--- src/rtl/int_ctrl.sv ---
// Vectored, fixed-priority, nesting interrupt controller.
// It synchronises the raw lines, tracks pending and in-service state, and presents one registered request.
module int_ctrl #(
  parameter int                N_SRC      = 4,
  parameter int                VEC_W      = 8,
  parameter logic [VEC_W-1:0]  VEC_BASE   = 'h00,
  parameter logic [VEC_W-1:0]  VEC_STRIDE = 'h04
) (
  input  logic              clk,
  input  logic              reset,
  input  logic [N_SRC-1:0]  irq_src,
  input  logic              cfg_we,
  input  logic [1:0]        cfg_addr,
  input  logic [N_SRC-1:0]  cfg_wdata,
  output logic [N_SRC-1:0]  cfg_rdata,
  output logic              int_req,
  output logic [VEC_W-1:0]  int_vec,
  input  logic              int_ack,
  input  logic              int_eoi
);

  localparam int ID_W = (N_SRC > 1) ? $clog2(N_SRC) : 1;

  typedef enum logic {IDLE, REQ} state_t;

  state_t             state_q, state_d;
  logic [N_SRC-1:0]   sync1_q, sync2_q, dly_q;
  logic [N_SRC-1:0]   mask_q, mask_d, mode_q, mode_d;
  logic [N_SRC-1:0]   pend_q, pend_d, isr_q, isr_d;
  logic [ID_W-1:0]    id_q, id_d;
  logic [VEC_W-1:0]   vec_q, vec_d;

  logic [N_SRC-1:0]   rise, w1c, ack_oh, isr_lo, allowed, elig;
  logic               ack_fire, seen;
  logic [ID_W-1:0]    win_id;
  logic [VEC_W-1:0]   win_vec;

  always_comb begin
    rise     = sync2_q & ~dly_q;
    w1c      = (cfg_we && cfg_addr == 2'd2) ? cfg_wdata : '0;
    ack_fire = (state_q == REQ) && int_ack;
    ack_oh   = ack_fire ? (N_SRC'(1) << id_q) : '0;

    // Edge sources latch and clear on ack/W1C (a new edge wins); level sources follow the synchronised line.
    pend_d = (mode_q & (rise | (pend_q & ~w1c & ~ack_oh))) | (~mode_q & sync2_q);

    // EOI retires the lowest set ISR bit before the same-cycle ack adds its own.
    isr_lo = isr_q & (~isr_q + N_SRC'(1));
    isr_d  = (int_eoi ? (isr_q & ~isr_lo) : isr_q) | ack_oh;

    mask_d = (cfg_we && cfg_addr == 2'd0) ? cfg_wdata : mask_q;
    mode_d = (cfg_we && cfg_addr == 2'd1) ? cfg_wdata : mode_q;
  end

  // Only sources strictly above the highest-priority in-service source may nest.
  always_comb begin
    allowed = '0;
    seen    = 1'b0;
    for (int i = 0; i < N_SRC; i++) begin
      seen       = seen | isr_q[i];
      allowed[i] = ~seen;
    end
    elig   = pend_q & mask_q & allowed;
    win_id = '0;
    for (int i = N_SRC - 1; i >= 0; i--) begin
      if (elig[i]) win_id = ID_W'(i);
    end
    win_vec = VEC_BASE + VEC_W'(win_id) * VEC_STRIDE;
  end

  always_comb begin
    state_d = state_q;
    id_d    = id_q;
    vec_d   = vec_q;
    case (state_q)
      IDLE: begin
        if (|elig) begin
          state_d = REQ;
          id_d    = win_id;
          vec_d   = win_vec;
        end
      end
      REQ: begin
        if (int_ack) state_d = IDLE;
      end
      default: state_d = IDLE;
    endcase
  end

  always_ff @(posedge clk or posedge reset) begin
    if (reset) begin
      state_q <= IDLE;
      sync1_q <= '0;
      sync2_q <= '0;
      dly_q   <= '0;
      mask_q  <= '0;
      mode_q  <= '0;
      pend_q  <= '0;
      isr_q   <= '0;
      id_q    <= '0;
      vec_q   <= '0;
    end else begin
      state_q <= state_d;
      sync1_q <= irq_src;
      sync2_q <= sync1_q;
      dly_q   <= sync2_q;
      mask_q  <= mask_d;
      mode_q  <= mode_d;
      pend_q  <= pend_d;
      isr_q   <= isr_d;
      id_q    <= id_d;
      vec_q   <= vec_d;
    end
  end

  always_comb begin
    case (cfg_addr)
      2'd0:    cfg_rdata = mask_q;
      2'd1:    cfg_rdata = mode_q;
      2'd2:    cfg_rdata = pend_q;
      default: cfg_rdata = isr_q;
    endcase
  end

  assign int_req = (state_q == REQ);
  assign int_vec = vec_q;

endmodule

--- config.mk ---
export PLATFORM = sky130hd
export DESIGN_NAME = int_ctrl
export DESIGN_NICKNAME = d
export VERILOG_FILES = /design/src/rtl/int_ctrl.sv
export SDC_FILE = /design/constraint.sdc
export NUM_CORES = 1
export LEC_CHECK = 0
export ABC_CLOCK_PERIOD_IN_PS = 2100
export CORE_MARGIN = 8
export CORE_UTILIZATION = 49
export DETAILED_ROUTE_END_ITERATION = 8
export GPL_TIMING_DRIVEN = 0
export PLACE_DENSITY = 0.77
export SLEW_MARGIN = 5
export SYNTH_ARGS = -nofsm -noshare
export SYNTH_HDL_FRONTEND = slang
export SYNTH_SLANG_ARGS = --single-unit
--- constraint.sdc ---
create_clock -name clk -period 2.1 [get_ports clk]
set_input_delay 0.42 -clock clk [delete_from_list [all_inputs] [get_ports clk]]
set_output_delay 0.42 -clock clk [all_outputs]
set_load 0.005 [all_outputs]
======== Yosys cells after proc, flatten, opt, wreduce, memory -nomap -nowiden ========
Index checks and enable logic that the tools add are counted.
word-level totals
  register bits after elaboration ......... 31
  input port bits ......................... 15
  output and inout bits ................... 13
  logic and storage cells ................. 57
cells by class
  $add $sub $neg .......................... 1
  equal/unequal tests ..................... 2
  shift operators ......................... 1
  muxes and demuxes ....................... 11
  bitwise operators ....................... 26
  reductions and logical operators ........ 7
operator list
  kind                                                                    count
  4-bit bitwise AND                                                       9
  4-bit NOT                                                               6
  4-bit two-way mux                                                       3
  4-bit bitwise OR                                                        3
  4-bit one-hot mux with 3 select lines                                   1
  2-bit two-way mux                                                       4
  1-bit NOT                                                               5
  4-bit by 1-bit adder with 4-bit output (second input constant)          1
  1-bit logical AND                                                       4
  4-bit OR reduction                                                      1
  1-bit by 2-bit << shifter with 4-bit output (first input constant)      1
  1-bit bitwise OR                                                        3
  2-bit by 1-bit equality test with 1-bit output (second input constant)  1
  2-bit equality test (second input constant)                             1
  2-bit logical NOT                                                       1
  1-bit two-way mux                                                       2
  1-bit one-hot mux with 2 select lines                                   1
  2-bit AND reduction                                                     1

======== Longest topological paths before layout ========
  depth after elaboration ................. 9
  gate-level depth with buffers ........... 4
  mapped depth without buffers ............ 4

======== Worst setup path after synthesis ========
Ideal clock, no wire load.
  path type ............................... input to output
  start point ............................. input cfg_addr[1]
  end point ............................... output cfg_rdata[0]
  data arrival time ....................... 1.157 ns
  data required time ...................... 1.680 ns
  path slack .............................. 0.523 ns
  cell stages on the path ................. 2
  cell sequence ........................... buf_2 > mux4_1
between the ends
  cells in the longest elaborated chain, start to end .. 2
ends and longest elaborated chain
  element                                            line  source
  start: declaration                                 13    input logic [1:0] cfg_addr,
  2-bit equality test, or another cell as far along  117   case (cfg_addr)
  4-bit one-hot mux with 3 select lines *            117
  end: declaration                                   15    output logic [N_SRC-1:0] cfg_rdata,
Every way passes the cells marked *; elsewhere a longest branch is shown, timed or not.

======== Final worst setup path ========
  start point ............................. register pend_q[0]
  end point ............................... output cfg_rdata[0]
between the ends
  cells in the longest elaborated chain, start to end .. 1
ends and longest elaborated chain
  element                                line  source
  start: declaration                     29    logic [N_SRC-1:0] pend_q, pend_d, isr_q, isr_d;
  start signal: assignment               109   pend_q <= pend_d;
  4-bit one-hot mux with 3 select lines  117
No other way between the ends.

==> impl_metrics.yaml <==
outcome:
  status: "completed"
timing:
  period_share: 0.926
  finalMaxSlewViolations: 0
  final_hold_viol_count: 0
  setup_violations: 0
  rsz0062_at_grt: "false"
  min_period_ns: 1.94
  finalWorstSetupSlack_ns: 0.156
  fmax_mhz: 514
  clock_skew_ns: 0.0165
  tightest_slew_ns: 1.14
  max_slew_margin: 0.239
yosys:
  synth_area_um2: 1300
  synth_edf_count: 0
  ys_seq_elements: 31
  seq_area_frac_synth: 0.596
  synth_warnings: 0
  synth.avg_cell_area_um2: 12.8
  synthTopCellsByArea: "dfrtp_1 (60%), mux2_2 (6.9%), mux4_2 (5.2%)"
  netlist.area_leader.share: 0.596
  synth_commonest_cells: "dfrtp_1 (31), nand2_1 (14), mux2_2 (8)"
  synth_most_common_cell: "dfrtp_1"
  ys_types: 26
  synth_top_area_cell: "dfrtp_1"
  synth_flop_cell: "dfrtp_1"
  syn_inst: 102
  async_reset_ff_frac: 1.00
cts:
  clk_path_buf_depth: 2
  cts.clk_slew.worst_paths_ns: 0.09
  numCtsBuffers: 5
  root_buffer: "clkbuf_4"
  clock_latency_ns: 0.34
  cts_sinks: 31
  cts_max_level: 2
  hold_buffers: 0
  tritoncts: "built"
grt:
  busiest_layer: "met2"
  groute.layer.met1.usage: 0.153
  grt_util_all_layers: 0.131
  grt_pass1_vias: 918
  grt_pass1_wl_um: 4330
  grt_max_degree: 32
  antenna_found_initial: 0
  grt_use_met2: 0.199
  use_met3: 0.0430
  overflow: 0
placed_design:
  hpwlAfterDp_um: 1870
  dpl_cell_area_um2: 1560
  place_ws_ns: -0.211
  port_buffers: 20
  gp_congestion: 0.804
routing:
  vias: 914
  wire_per_inst_um: 15.5
  drc: 0
  routed_wl_um: 2650
  ant_nets: 0
  drt-vias-per-instance: 5.35
  drtIter0Drc: 90
  drt-pass1-iter-count: 4
floorplan:
  num_rows: 18
  io_pins: 28
  core_um2: 2500
  die_h_um: 67.6
  die-area_um2: 4560
  start_util: 0.521
  die_w_um: 67.6
final_layout:
  insertedDiodeCount: 0
  layout-drive-gt1-share: 0.248
  n_fill_cell: 188
  syn_to_final_growth_pct: 29.6
  fin_area_um2: 1690
  fin_nets: 155
  fin_util: 0.675
setup_path:
  critPathMaxFanout: 3
  start_kind: "register"
  worst-r2r-cell-count: 5
  rrSetupSlack_ns: 0.50
  reg2reg_to: "id_q[0]"
  cp-end-kind: "output port"
  reg2reg_from: "isr_q[0]"
  arrival_ns: 1.52
  required_ns: 1.68
  critPathKind: "register to output port"
power_and_ir_drop:
  ir_worst_vdd_uv: 768
  power_frac_clock: 0.273
  internal_power_w: 0.00128
  p_per_area_nw_per_um2: 1070
  switching_share: 0.287
  switchingPower_w: 0.000517
  seqPwrFrac: 0.451
  pwr-share-comb: 0.276
  leakage_nw: 0.795
hold_path:
  whs_path_depth: 0
  hold_end: "sync2_q[1]"
  min-delay-start: "sync1_q[1]"
  hold_class: "register to register"
job:
  drv_cap: 0
power by group through the flow:
stage	Sequential (W)	Clock, W	Combinational (W)
floorplan	0.000813	0	0.000280
global route	0.000831	0.000525	0.000554
global placement	0.000834	0	0.000442
finish	0.000812	0.000491	0.000496
detailed placement	0.000845	0	0.000447
CTS	0.000813	0.000500	0.000491
worst max path at each step:
stage / start / endpoint / cells past startpoint
finish: pend_q[0] / cfg_rdata[0] / 2
global route: pend_q[0] / cfg_rdata[0] / 2
detailed placement: cfg_addr[0] / cfg_rdata[2] / 3
global placement: cfg_addr[0] / cfg_rdata[2] / 3
floorplan: cfg_addr[1] / cfg_rdata[0] / 2
CTS: mode_q[1] / cfg_rdata[1] / 2
area by class of cell:
| class | count | area, um^2 | share of cell area |
|---|---|---|---|
| timing repair buffer | 26 | 243 | 0.144 |
| tap | 30 | 37.5 | 0.0222 |
| clock buffer | 6 | 51.3 | 0.0304 |
| clock inverter | 2 | 35.0 | 0.0208 |
| inverter | 3 | 11.3 | 0.00667 |
| sequential | 31 | 776 | 0.460 |
| multi-input combinational | 66 | 484 | 0.287 |
| buffer | 7 | 50.0 | 0.0297 |
per-layer routing:
layer	part of all wire	vias up
met1	0.43	453
li1	-	429
met2	0.48	24
met4	0.029	0
met5	0	-
met3	0.067	8
cells by family after synthesis:
family	count (synthesis)	synth area share
flip-flops	31	0.596
AND/OR/NAND/NOR	30	0.113
AO/OA/AOI/OAI	17	0.0913
multiplexers	13	0.150
buffers and inverters	10	0.0471
other	1	0.00288
worst max-delay path, stage by stage (launching register included):
cell,delay (ns)
dfrtp_1,0.40
mux4_1,0.51
dlygate4sd2_1,0.28
registers in the layout (all words and copies together) (netlist names):
signal and cells:
dly_q 4, isr_q 4, mask_q 4, mode_q 4, pend_q 4, sync1_q 4, sync2_q 4, id_q 2
int_req 1
cells in the final DEF (no fill, tap or decap), types with 2 or more instances in the layout:
cell type	count
inv_1	3
nand2_1	14
a32o_1	2
dfrtp_1	31
nor2_1	6
nand3b_1	3
a21oi_1	4
mux2_2	8
dlygate4sd2_1	4
buf_4	12
mux4_2	3
conb_1	6
o21ai_0	5
nand4_1	2
a22o_1	2
clkbuf_4	5
clkdlybuf4s50_1	15
timing repair:
| item | 4_1_cts | 5_1_grt |
|---|---|---|
| setup buffers | 5 | 1 |
| gates resized for setup | 4 | 1 |
| endpoints found under the setup margin | 4 | 1 |
metrics by stage:
stage / hold WS (ns) / setup TNS [ns] / total power (W) / instances
4_1_cts: 0.362 / 0 / 0.00180 / 170
3_3_place_gp: 0.334 / -0.984 / 0.00128 / 157
2_1_floorplan: 0.331 / 0 / 0.00109 / 107
6_report: 0.360 / 0 / 0.00180 / 171
5_1_grt: 0.360 / 0 / 0.00191 / 171
3_5_place_dp: 0.336 / -1.06 / 0.00129 / 157
Power figures use the tool's default switching activity.
